--- config.mk ---
export PLATFORM = sky130hd
export DESIGN_NAME = ipsxe_floating_point_round_pipe_v1_0
export DESIGN_NICKNAME = d
export VERILOG_FILES = /design/src/rtl/ipsxe_floating_point_round_pipe_v1_0.sv
export SDC_FILE = /design/constraint.sdc
export NUM_CORES = 1
export LEC_CHECK = 0
export BUFFER_PORTS_ARGS = -buffer_cell sky130_fd_sc_hd__buf_2
export CORE_ASPECT_RATIO = 0.75
export CORE_MARGIN = 2
export CORE_UTILIZATION = 41
export DETAILED_ROUTE_END_ITERATION = 8
export PLACE_DENSITY_LB_ADDON = 0.05
export SYNTH_ARGS = -nofsm -noshare
export SYNTH_HDL_FRONTEND = slang
export SYNTH_SLANG_ARGS = --single-unit
--- constraint.sdc ---
create_clock -name i_clk -period 2.55 [get_ports i_clk]
set_input_delay 0.255 -clock i_clk [delete_from_list [all_inputs] [get_ports i_clk]]
set_output_delay 0.255 -clock i_clk [all_outputs]
set_load 0.02 [all_outputs]
--- src/rtl/ipsxe_floating_point_round_pipe_v1_0.sv ---
// Pipelined mantissa rounding unit: drops DROP low bits of a wide product and rounds the
// kept field (RNE/RTZ/RUP/RDN), reporting carry-out and inexact through a valid/ready pipe.
module ipsxe_floating_point_round_pipe_v1_0 #(
  parameter int IN_WIDTH    = 60,
  parameter int DROP        = 9,
  parameter int PIPE_STAGES = 2
) (
  input  logic                     i_clk,
  input  logic                     i_rst_n,
  input  logic                     i_valid,
  output logic                     o_ready,
  input  logic [IN_WIDTH-1:0]      i_data,
  input  logic                     i_sign,
  input  logic [1:0]               i_rnd_mode,
  output logic                     o_valid,
  input  logic                     i_ready,
  output logic [IN_WIDTH-DROP-1:0] o_data,
  output logic                     o_carry,
  output logic                     o_inexact,
  output logic                     o_sign
);

  localparam int OW = IN_WIDTH - DROP;

  logic [OW-1:0] kept;
  logic          lsb;
  logic          guard;
  logic          sticky;
  logic          inc;
  logic          inexact;

  assign kept    = i_data[IN_WIDTH-1:DROP];
  assign lsb     = i_data[DROP];
  assign guard   = i_data[DROP-1];
  assign sticky  = |i_data[DROP-2:0];
  assign inexact = guard | sticky;

  // Directed modes round away from zero only when that direction moves toward the target infinity.
  always_comb begin
    inc = 1'b0;
    case (i_rnd_mode)
      2'b00:   inc = guard & (sticky | lsb);
      2'b01:   inc = 1'b0;
      2'b10:   inc = ~i_sign & inexact;
      default: inc = i_sign & inexact;
    endcase
  end

  generate
    if (PIPE_STAGES == 1) begin : g_p1
      logic          v_q;
      logic [OW-1:0] data_q;
      logic          carry_q;
      logic          inex_q;
      logic          sign_q;
      logic          ready1;
      logic [OW:0]   sum_d;

      assign sum_d  = {1'b0, kept} + {{OW{1'b0}}, inc};
      assign ready1 = ~v_q | i_ready;

      always_ff @(posedge i_clk or negedge i_rst_n) begin
        if (!i_rst_n) begin
          v_q     <= 1'b0;
          data_q  <= '0;
          carry_q <= 1'b0;
          inex_q  <= 1'b0;
          sign_q  <= 1'b0;
        end else if (ready1) begin
          v_q <= i_valid;
          if (i_valid) begin
            data_q  <= sum_d[OW-1:0];
            carry_q <= sum_d[OW];
            inex_q  <= inexact;
            sign_q  <= i_sign;
          end
        end
      end

      assign o_ready   = ready1;
      assign o_valid   = v_q;
      assign o_data    = data_q;
      assign o_carry   = carry_q;
      assign o_inexact = inex_q;
      assign o_sign    = sign_q;
    end else begin : g_pn
      logic          v1_q;
      logic [OW-1:0] kept1_q;
      logic          inc1_q;
      logic          inex1_q;
      logic          sign1_q;
      logic          v2_q;
      logic [OW-1:0] data2_q;
      logic          carry2_q;
      logic          inex2_q;
      logic          sign2_q;
      logic          ready1;
      logic          ready2;
      logic          ready3;
      logic [OW:0]   sum_d;

      assign ready1 = ~v1_q | ready2;
      assign ready2 = ~v2_q | ready3;
      assign sum_d  = {1'b0, kept1_q} + {{OW{1'b0}}, inc1_q};

      always_ff @(posedge i_clk or negedge i_rst_n) begin
        if (!i_rst_n) begin
          v1_q    <= 1'b0;
          kept1_q <= '0;
          inc1_q  <= 1'b0;
          inex1_q <= 1'b0;
          sign1_q <= 1'b0;
        end else if (ready1) begin
          v1_q <= i_valid;
          if (i_valid) begin
            kept1_q <= kept;
            inc1_q  <= inc;
            inex1_q <= inexact;
            sign1_q <= i_sign;
          end
        end
      end

      always_ff @(posedge i_clk or negedge i_rst_n) begin
        if (!i_rst_n) begin
          v2_q     <= 1'b0;
          data2_q  <= '0;
          carry2_q <= 1'b0;
          inex2_q  <= 1'b0;
          sign2_q  <= 1'b0;
        end else if (ready2) begin
          v2_q <= v1_q;
          if (v1_q) begin
            data2_q  <= sum_d[OW-1:0];
            carry2_q <= sum_d[OW];
            inex2_q  <= inex1_q;
            sign2_q  <= sign1_q;
          end
        end
      end

      if (PIPE_STAGES == 3) begin : g_out
        logic          v3_q;
        logic [OW-1:0] data3_q;
        logic          carry3_q;
        logic          inex3_q;
        logic          sign3_q;

        assign ready3 = ~v3_q | i_ready;

        always_ff @(posedge i_clk or negedge i_rst_n) begin
          if (!i_rst_n) begin
            v3_q     <= 1'b0;
            data3_q  <= '0;
            carry3_q <= 1'b0;
            inex3_q  <= 1'b0;
            sign3_q  <= 1'b0;
          end else if (ready3) begin
            v3_q <= v2_q;
            if (v2_q) begin
              data3_q  <= data2_q;
              carry3_q <= carry2_q;
              inex3_q  <= inex2_q;
              sign3_q  <= sign2_q;
            end
          end
        end

        assign o_valid   = v3_q;
        assign o_data    = data3_q;
        assign o_carry   = carry3_q;
        assign o_inexact = inex3_q;
        assign o_sign    = sign3_q;
      end else begin : g_noout
        assign ready3    = i_ready;
        assign o_valid   = v2_q;
        assign o_data    = data2_q;
        assign o_carry   = carry2_q;
        assign o_inexact = inex2_q;
        assign o_sign    = sign2_q;
      end

      assign o_ready = ready1;
    end
  endgenerate

endmodule

==> summary.txt, run 1 <==
Status
  • Outcome: finished clean

Clock tree
  • H-Tree Depth: 3
  • CTS tree: yes
  • Clock Sinks: 110
  • Cts bufs inserted: 9
  • # resized after CTS: 0
  • Maximum root-to-sink buffer count: 2
  • CTS Root Cell: clkbuf_16
  • Worst skew pair latency: approximately 350 ps
  • Postcts setup bufs: 0
  • Clock transition at path regs: 80 ps

Worst setup path
  • Crit start category: flop
  • Arr. time, crit path: between 2000 and 2500 ps
  • Worst setup path category: flop to flop
  • CP max FO: 13
  • Crit path required time: approximately 2800 ps
  • Critical path capture point type: flop

Timing
  • Max_slew headroom: 0.619
  • Tmin final: roughly 2300 ps
  • Final Max Slew Viols: 0
  • Fmax: ~440 MHz
  • # setup viols final: 0
  • RSZ-0062 raised after global routing: false
  • Final worst setup slack: approximately 270 ps
  • Hold Violations, Final: 0
  • Setup Skew: slightly above 10 ps
  • Period utilization: 0.893
  • Fin Setup TNS: 0 ps
  • Slew @ Worst Pin: around 570 ps

Placement
  • Post-detail-place hpwl: 8820 um
  • Dpl cell area: about 6000 um^2
  • Gpl congestion: about 0.75
  • Pre-CTS setup slack: roughly 300 ps
  • Port Buffers: roughly 120

Synthesis
  • Syn Area/Cell: roughly 11 um^2
  • Yosys warns: 0
  • Syn Nets: 534
  • Synth unique cells: 32
  • Post-Syn Area: 5230 um^2
  • Seq/Total Area, Yosys: 0.526
  • Post-synthesis cell count: 465
  • Register bit total from synthesis: 110

Global routing
  • Largest net degree at the start of global routing: 58
  • GR Util All Layers: 0.187
  • First-pass GRT wire length: 19700 um
  • Gr ovfl total: 0
  • Initial antenna violation count: 0
  • Number of global-route vias before repair: ~3700

Cells and area
  • Final Cell Area: between 6000 and 7000 um^2
  • Commonest non-fill, non-tap cells in the layout: buf_2, dfrtp_1, nand2_1, mux2_2, o21ai_0
  • Commonest non-fill, non-tap cell in the layout: buf_2
  • Ant diodes: 0
  • Area grow syn2layout: 21.6%
  • Layout cells sized above 1: 0.378
  • Fin nets: 653
  • Fillers: about 1200
  • Core Util, Final: 0.515

Drt
  • Final WL: 12200 um
  • First-pass DRT Iterations: 4
  • Vias per std cell: around 5.0
  • Via Count: ~3800
  • Routed len/inst: 16.2 um
  • Post-DRT Antenna Nets: 0
  • Initial drt markers: roughly 120
  • Drt drc: 0

Flow run
  • Max_cap viols: 0

Power and ir drop
  • VDD IR max: 0.000334 V
  • Total Power: just under 5000 uW
  • Pwr dens: 778 nW/um^2
  • Leakage: 0.00276 uW

Floorplanning
  • Core area: 12300 um^2
  • Initial Util: 0.424
  • Row count: 35
  • Die Ht: approximately 100 um
  • Die ar.: around 14000 um^2
  • Die Wd: 134 um
  • Top-level I/O count: roughly 120

Hold path
  • Hold/Removal Path Class: primary input to flop
final timing paths:
| kind | startpoint | endpoint | slack, ps | cells past startpoint |
|---|---|---|---|---|
| worst max-delay path | g_pn.kept1_q[0] | o_data[28] | 270 | 7 |
| worst min-delay path | i_data[48] | g_pn.kept1_q[39] | 130 | 2 |
| worst max register to register | g_pn.kept1_q[0] | o_data[28] | 270 | 7 |
| worst min register to register | o_data[3] | o_data[3] | 470 | 2 |
| max in group asynchronous | i_rst_n | g_pn.kept1_q[45] | 1430 | 3 |
| min in group asynchronous | i_rst_n | g_pn.kept1_q[5] | 390 | 2 |
metrics by stage:
| step | std cells | hold WS [ps] |
|---|---|---|
| after floorplan | 465 | -40.6 |
| after global placement | 738 | 221 |
| after detailed placement | 738 | 223 |
| after CTS | 754 | 124 |
| after global routing | 754 | 117 |
| final | 754 | 132 |
power by group:
group,internal [uW],switching [uW]
registers,2060,279
clock network,886,625
logic,467,628
per-layer routing:
layer / vias to the layer above / global-route usage / share of wire
met5: - / 0 / 0
met4: 0 / 0.0348 / 0.0065
met3: 7 / 0.0531 / 0.055
met2: 96 / 0.271 / 0.42
met1: 1828 / 0.282 / 0.52
li1: 1873 / - / -
flip-flops by register name (all words and copies together) (netlist names):
name          cells
o_data           51
o_sign            1
o_inexact         1
g_pn.inex1_q      1
g_pn.inc1_q       1
o_carry           1
g_pn.sign1_q      1
g_pn.kept1_q     51
g_pn.v1_q         1
o_valid           1
area by class of cell:
class | instances | area [um^2] | share of cell area
clock buffers | 12 | 246 | 0.0387
repair buffers | 131 | 708 | 0.111
clock inverters | 3 | 68.8 | 0.0108
multi-input cells | 328 | 2360 | 0.371
flip-flops and latches | 110 | 2750 | 0.433
inverters | 4 | 15.0 | 0.00236
well taps | 166 | 208 | 0.0327
logic make-up (layout without fill, tap and decap cells):
group	Yosys count	count (layout)	share of synthesized area
AO/OA/AOI/OAI	52	52	0.0505
XOR/XNOR	50	50	0.0837
adder cells (fa/ha/maj)	2	2	0.00478
buffers and inverters	27	150	0.0244
flip-flops	110	110	0.526
multiplexers	57	57	0.123
AND/OR/NAND/NOR	167	167	0.188
cell usage after synthesis, drive strengths merged:
| cell type | count | share of area |
|---|---|---|
| and2 | 3 | 0.0036 |
| and3 | 7 | 0.0084 |
| and4 | 7 | 0.012 |
| buf | 5 | 0.0086 |
| clkbuf | 18 | 0.013 |
| dfrtp | 110 | 0.53 |
| ha | 2 | 0.0048 |
| inv | 4 | 0.0029 |
| mux2 | 57 | 0.12 |
| nand2 | 68 | 0.049 |
| nand2b | 3 | 0.0036 |
| nand3 | 15 | 0.014 |
| nand3b | 1 | 0.0014 |
| nand4 | 19 | 0.027 |
| nor2 | 7 | 0.0050 |
| nor2b | 1 | 0.0012 |
| nor3 | 13 | 0.012 |
| nor4 | 15 | 0.034 |
| nor4b | 2 | 0.0045 |
| o21ai | 51 | 0.049 |
| o41ai | 1 | 0.0017 |
| or3 | 2 | 0.0024 |
| or4 | 4 | 0.0086 |
| xnor2 | 36 | 0.060 |
| xor2 | 14 | 0.023 |
what timing repair did:
item                                    in CTS  in global routing
endpoints found under the setup margin       0                  0
hold buffers                                 1                  0
endpoints found under the hold margin       29                  0
critical path: stages (launching register included):
cell and delay, ps:
dfrtp_1 340, ha_1 190, ha_1 220, nand2_1 150, or4_4 590, or3_1 400
xor2_1 160, o21ai_1 80
(Power assumes the default switching activity.)
==> run 2: changes to the inputs <==
--- a/config.mk
+++ b/config.mk
@@ -5,12 +5,12 @@
 export SDC_FILE = /design/constraint.sdc
 export NUM_CORES = 1
 export LEC_CHECK = 0
-export BUFFER_PORTS_ARGS = -buffer_cell sky130_fd_sc_hd__buf_2
+export BUFFER_PORTS_ARGS = -buffer_cell sky130_fd_sc_hd__clkbuf_2
 export CORE_ASPECT_RATIO = 0.75
-export CORE_MARGIN = 2
 export CORE_UTILIZATION = 41
 export DETAILED_ROUTE_END_ITERATION = 8
 export PLACE_DENSITY_LB_ADDON = 0.05
+export RECOVER_POWER = 25
 export SYNTH_ARGS = -nofsm -noshare
 export SYNTH_HDL_FRONTEND = slang
 export SYNTH_SLANG_ARGS = --single-unit
==> summary.txt, run 2 (same netlist as run 1, synthesis figures left out) <==
Placement
  • Port Buffers: 122 (unchanged)
  • Pre-CTS setup slack: 280 ps (was 296 ps)
  • Dpl cell area: 6040 um^2 (unchanged)
  • Post-detail-place hpwl: 8630 um (was 8820 um)
  • Gpl congestion: 0.767 (was 0.753)

Cells and area
  • Multi-input logic area: 2360 um^2 (unchanged)
  • Layout cells sized above 1: 0.351 (was 0.378)
  • Sequential Area: 2750 um^2 (unchanged)
  • Fillers: 1151 (was 1183)
  • Fin nets: 653 (unchanged)
  • Commonest non-fill, non-tap cells in the layout: dfrtp_1, clkbuf_2, nand2_1, mux2_2, o21ai_0 (was buf_2, dfrtp_1, nand2_1, mux2_2, o21ai_0)
  • Final Cell Area: 6320 um^2 (was 6360 um^2)
  • Ant diodes: 0 (unchanged)
  • Area grow syn2layout: 20.8% (was 21.6%)
  • Commonest non-fill, non-tap cell in the layout: dfrtp_1 (was buf_2)

Timing
  • Final worst setup slack: 287 ps (was 273 ps)
  • Slew @ Worst Pin: 1290 ps (was 571 ps)
  • Tmin final: 2260 ps (was 2280 ps)
  • Max_slew headroom: 0.142 (was 0.619)
  • Period utilization: 0.887 (was 0.893)
  • Hold WS: 137 ps (was 132 ps)
  • RSZ-0062 raised after global routing: false (unchanged)
  • Fmax: 442 MHz (was 439 MHz)
  • Setup Skew: 10.7 ps (was 10.2 ps)
  • # setup viols final: 0 (unchanged)
  • Fin Setup TNS: 0 ps (unchanged)
  • Final Max Slew Viols: 0 (unchanged)
  • Hold Violations, Final: 0 (unchanged)

Clock tree
  • H-Tree Depth: 3 (unchanged)
  • Clock Sinks: 110 (unchanged)
  • Cts bufs inserted: 9 (unchanged)
  • Postcts setup bufs: 0 (unchanged)
  • Maximum root-to-sink buffer count: 2 (unchanged)
  • CTS tree: yes (unchanged)
  • Worst skew pair latency: 340 ps (was 350 ps)
  • Clock transition at path regs: 70 ps (was 80 ps)
  • CTS Root Cell: clkbuf_16 (unchanged)

Floorplanning
  • Initial Util: 0.424 (unchanged)
  • Die ar.: 13200 um^2 (was 13700 um^2)
  • Die Wd: 132 um (was 134 um)
  • Core area: 12300 um^2 (unchanged)
  • Top-level I/O count: 123 (unchanged)
  • Die Ht: 99.8 um (was 102 um)
  • Row count: 35 (unchanged)

Worst setup path
  • Critical-path top delay cell: or4_4 (unchanged)
  • CP delay by family, top: simple AND/OR/NAND/NOR gates (unchanged)
  • Buffers plus inverters on the worst setup path: 0 (unchanged)
  • Critical path cell sequence: ha_1 > ha_1 > nand2_1 > or4_4 > nor4b_1 > xnor2_1 > o21ai_0 (was ha_1 > ha_1 > nand2_1 > or4_4 > or3_1 > xor2_1 > o21ai_1)
  • CP max stage delay: 580 ps (was 590 ps)
  • Crit path required time: 2750 ps (was 2770 ps)
  • Worst path most repeated cell: ha_1 (unchanged)
  • Critical path capture point type: flop (unchanged)
  • Crit start category: flop (unchanged)
  • Arr. time, crit path: 2460 ps (was 2490 ps)
  • CP max FO: 13 (unchanged)
  • Worst setup path category: flop to flop (unchanged)

Flow run
  • Max_cap viols: 0 (unchanged)

Drt
  • First-pass DRT Iterations: 4 (unchanged)
  • Vias per std cell: 5.03 (was 5.05)
  • Drt drc: 0 (unchanged)
  • Via Count: 3791 (was 3804)
  • Initial drt markers: 181 (was 119)
  • Final WL: 11900 um (was 12200 um)
  • Routed len/inst: 15.8 um (was 16.2 um)
  • Post-DRT Antenna Nets: 0 (unchanged)

Global routing
  • Initial antenna violation count: 0 (unchanged)
  • Number of global-route vias before repair: 3790 (was 3728)
  • Gr ovfl total: 0 (unchanged)
  • First-pass GRT wire length: 19900 um (was 19700 um)
  • Largest net degree at the start of global routing: 61 (was 58)
  • GR Util All Layers: 0.194 (was 0.187)

Status
  • Outcome: finished clean (unchanged)

Power and ir drop
  • VDD IR max: 0.000311 V (was 0.000334 V)
  • Leakage: 0.00271 uW (was 0.00276 uW)
  • Total Power: 4840 uW (was 4950 uW)
  • Pwr dens: 765 nW/um^2 (was 778 nW/um^2)

Hold path
  • Hold/Removal Path Class: primary input to flop (unchanged)
==> run 2: cell types whose count changed in the layout (fill, tap and decap cells not counted), moves of 2 or more <==
cell | before | now
clkinvlp_4 | 0 | 2
buf_2 | 121 | 0
clkbuf_2 | 0 | 105
clkbuf_1 | 2 | 17
==> run 2: path summary, 6_finish.rpt <==
check / start / end / slack (ps) / cells after the start
setup / recovery: g_pn.kept1_q[0] / o_data[42] / 290 / 7
max in group asynchronous: i_rst_n / o_data[26] / 870 / 3
hold / removal: i_data[56] / g_pn.kept1_q[47] / 140 / 2
hold reg to reg: g_pn.inex1_q / g_pn.inex1_q / 480 / 2
setup reg to reg: g_pn.kept1_q[0] / o_data[42] / 290 / 7
min in group asynchronous: i_rst_n / o_data[6] / 720 / 2
==> run 2: final cells by class <==
cell class / instances / share of cell area
Clock buffer: 11 / 0.0400
Clock inverter: 3 / 0.00713
Inverter: 4 / 0.00238
Multi-Input combinational cell: 328 / 0.374
Sequential cell: 110 / 0.436
Tap cell: 166 / 0.0329
Timing Repair Buffer: 131 / 0.108
==> run 2: stage by stage <==
step | util | cells
3_5_place_dp | 0.489 | 738
5_1_grt | 0.512 | 753
3_3_place_gp | 0.489 | 738
4_1_cts | 0.514 | 753
2_1_floorplan | - | 465
6_report | 0.512 | 753
==> run 2: routing by layer <==
layer	vias up	routed length [um]	GRT usage
met5	-	0	0
met4	0	105	0.0522
met3	9	554	0.0455
met2	89	4920	0.274
met1	1824	6320	0.294
li1	1869	-	-
==> run 2: power breakdown <==
part	internal (uW)	switching, uW	total (uW)	leakage, uW
clock	805	607	1410	0.000140
sequential	2060	283	2350	0.00131
combinational	448	630	1080	0.00126
==> run 2: timing repair <==
item	CTS	global route
gates resized for setup	0	0
hold buffers	1	0
hold endpoints to repair	50	0
==> run 3: changes to the inputs <==
--- a/config.mk
+++ b/config.mk
@@ -7,8 +7,9 @@
 export LEC_CHECK = 0
 export BUFFER_PORTS_ARGS = -buffer_cell sky130_fd_sc_hd__clkbuf_2
 export CORE_ASPECT_RATIO = 0.75
-export CORE_UTILIZATION = 41
+export CORE_UTILIZATION = 30
 export DETAILED_ROUTE_END_ITERATION = 8
+export GPL_ROUTABILITY_DRIVEN = 1
 export PLACE_DENSITY_LB_ADDON = 0.05
 export RECOVER_POWER = 25
 export SYNTH_ARGS = -nofsm -noshare
==> summary.txt, run 3 (same netlist as run 1, synthesis figures left out) <==
Status
  • Outcome: finished clean (unchanged)

Cells and area
  • Multi-input logic area: 2360 um^2 (unchanged)
  • Fillers: 1741 (was 1151)
  • Commonest non-fill, non-tap cell in the layout: dfrtp_1 (unchanged)
  • Layout cells sized above 1: 0.349 (was 0.351)
  • Area grow syn2layout: 21.7% (was 20.8%)
  • Sequential Area: 2750 um^2 (unchanged)
  • Commonest non-fill, non-tap cells in the layout: dfrtp_1, clkbuf_2, nand2_1, mux2_2, o21ai_0 (unchanged)
  • Ant diodes: 0 (unchanged)
  • Fin nets: 653 (unchanged)

Placement
  • Post-detail-place hpwl: 9790 um (was 8630 um)
  • Gpl congestion: 0.728 (was 0.767)
  • Pre-CTS setup slack: 309 ps (was 280 ps)
  • Port Buffers: 122 (unchanged)

Drt
  • Drt drc: 0 (unchanged)
  • Post-DRT Antenna Nets: 0 (unchanged)
  • Routed len/inst: 16.8 um (was 15.8 um)
  • Vias per std cell: 4.73 (was 5.03)
  • Initial drt markers: 134 (was 181)
  • First-pass DRT Iterations: 4 (unchanged)
  • Final WL: 13500 um (was 11900 um)
  • Via Count: 3802 (was 3791)

Clock tree
  • Clock transition at path regs: 70 ps (about the same)
  • Cts bufs inserted: 9 (unchanged)
  • Maximum root-to-sink buffer count: 2 (unchanged)
  • H-Tree Depth: 3 (unchanged)
  • CTS Root Cell: clkbuf_16 (unchanged)
  • Worst skew pair latency: 360 ps (was 340 ps)
  • CTS tree: yes (unchanged)
  • # resized after CTS: 0 (unchanged)
  • Clock Sinks: 110 (unchanged)

Power and ir drop
  • Cell-internal power: 3180 uW (was 3320 uW)
  • Leakage: 0.00270 uW (was 0.00271 uW)
  • Reg power frac: 0.494 (was 0.485)
  • Switch share: 0.332 (was 0.314)
  • VDD IR max: 0.000291 V (was 0.000311 V)
  • P_sw: 1580 uW (was 1520 uW)
  • Pwr dens: 746 nW/um^2 (was 765 nW/um^2)
  • Clk pwr share: 0.276 (was 0.292)
  • Comb pwr share: 0.231 (was 0.223)

Worst setup path
  • Worst setup path category: flop to flop (unchanged)
  • Critical path capture point type: flop (unchanged)
  • Arr. time, crit path: 2470 ps (was 2460 ps)
  • Buffers plus inverters on the worst setup path: 0 (unchanged)
  • Worst path most repeated cell: ha_1 (unchanged)
  • CP max FO: 13 (unchanged)
  • CP max stage delay: 580 ps (about the same)
  • Critical path cell sequence: ha_1 > ha_1 > nand2_1 > or4_4 > nor4b_1 > xnor2_1 > o21ai_0 (unchanged)
  • Crit start category: flop (unchanged)
  • CP delay by family, top: simple AND/OR/NAND/NOR gates (unchanged)
  • Crit path required time: 2780 ps (was 2750 ps)
  • Critical-path top delay cell: or4_4 (unchanged)

Timing
  • # setup viols final: 0 (unchanged)
  • Final Max Slew Viols: 0 (unchanged)
  • RSZ-0062 raised after global routing: false (unchanged)
  • Tmin final: 2230 ps (was 2260 ps)
  • Fin Setup TNS: 0 ps (unchanged)
  • Slew @ Worst Pin: 1400 ps (was 1290 ps)
  • Fmax: 448 MHz (was 442 MHz)
  • Hold Violations, Final: 0 (unchanged)
  • Max_slew headroom: 0.0697 (was 0.142)
  • Setup Skew: 6.40 ps (was 10.7 ps)
  • Period utilization: 0.876 (was 0.887)
  • Final worst setup slack: 316 ps (was 287 ps)

Global routing
  • Gr ovfl total: 0 (unchanged)
  • GR Util All Layers: 0.159 (was 0.194)
  • First-pass GRT wire length: 21500 um (was 19900 um)
  • Initial antenna violation count: 0 (unchanged)
  • Number of global-route vias before repair: 3756 (was 3790)
  • Largest net degree at the start of global routing: 54 (was 61)

Floorplanning
  • Core area: 16900 um^2 (was 12300 um^2)
  • Die Wd: 154 um (was 132 um)
  • Die ar.: 18000 um^2 (was 13200 um^2)
  • Die Ht: 116 um (was 99.8 um)
  • Initial Util: 0.309 (was 0.424)
  • Row count: 41 (was 35)
  • Top-level I/O count: 123 (unchanged)

Hold path
  • Hold/Removal Path Class: primary input to flop (unchanged)

Flow run
  • Max_cap viols: 0 (unchanged)
run 3: cell count changes in the layout (fill, tap and decap cells not counted):
cell	delta
clkbuf_8	-2
buf_12	+2
clkbuf_1	+2
clkbuf_2	+1
buf_4	-2
clkinvlp_4	+1
bufinv_16	-1
run 3: final cells by class:
type                            count  share of cell area
Multi-Input combinational cell    328               0.371
Inverter                            4             0.00236
Timing Repair Buffer              131               0.112
Clock inverter                      3             0.00354
Tap cell                          215              0.0422
Sequential cell                   110               0.432
Clock buffer                       12              0.0371
run 3: what timing repair did:
| action | 4_1_cts | 5_1_grt |
|---|---|---|
| buffers inserted | 0 | 0 |
| hold endpoints to repair | 51 | 0 |
| hold buffers | 1 | 0 |
run 3: metrics by stage:
step | power [uW] | hold slack, ps | cell area [um^2] | instances | util
3_3_place_gp | 3490 | 349 | 6120 | 787 | 0.362
2_1_floorplan | 3020 | -40.6 | 5230 | 465 | -
5_1_grt | 5050 | 108 | 6370 | 803 | 0.376
6_report | 4750 | 122 | 6370 | 803 | 0.376
4_1_cts | 4860 | 104 | 6390 | 803 | 0.378
3_5_place_dp | 3510 | 354 | 6120 | 787 | 0.362
run 3: path summary, 6_finish.rpt:
kind                                  from    endpoint  slack [ps]  cells after the start
setup / recovery           g_pn.kept1_q[0]  o_data[42]         320                      7
hold / removal                     i_valid   g_pn.v1_q         120                      2
setup reg to reg           g_pn.kept1_q[0]  o_data[42]         320                      7
hold reg to reg                 o_data[14]  o_data[14]         480                      2
max in group asynchronous          i_rst_n  o_data[37]         870                      3
min in group asynchronous          i_rst_n  o_data[17]         740                      2
run 3: power by group through the flow:
stage / Combinational [uW] / Sequential [uW] / Clock, uW
after global routing: 1220 / 2400 / 1430
after CTS: 1130 / 2350 / 1370
after detailed placement: 1130 / 2380 / 0
after floorplan: 469 / 2550 / 0
final: 1100 / 2350 / 1310
after global placement: 1120 / 2370 / 0
run 3: worst reg2reg max path, delay by kind of cell (launching register included):
| family | cells | cell delay, ps |
|---|---|---|
| adder cells (fa/ha/maj) | 2 | 410 |
| AO/OA/AOI/OAI | 1 | 90 |
| flip-flops | 1 | 340 |
| XOR/XNOR | 1 | 150 |
| AND/OR/NAND/NOR | 3 | 1120 |
run 3: metal layers:
layer	part of all wire	track usage
met1	0.52	0.231
met2	0.42	0.228
met3	0.052	0.0490
met4	0.010	0.0436
met5	0	0
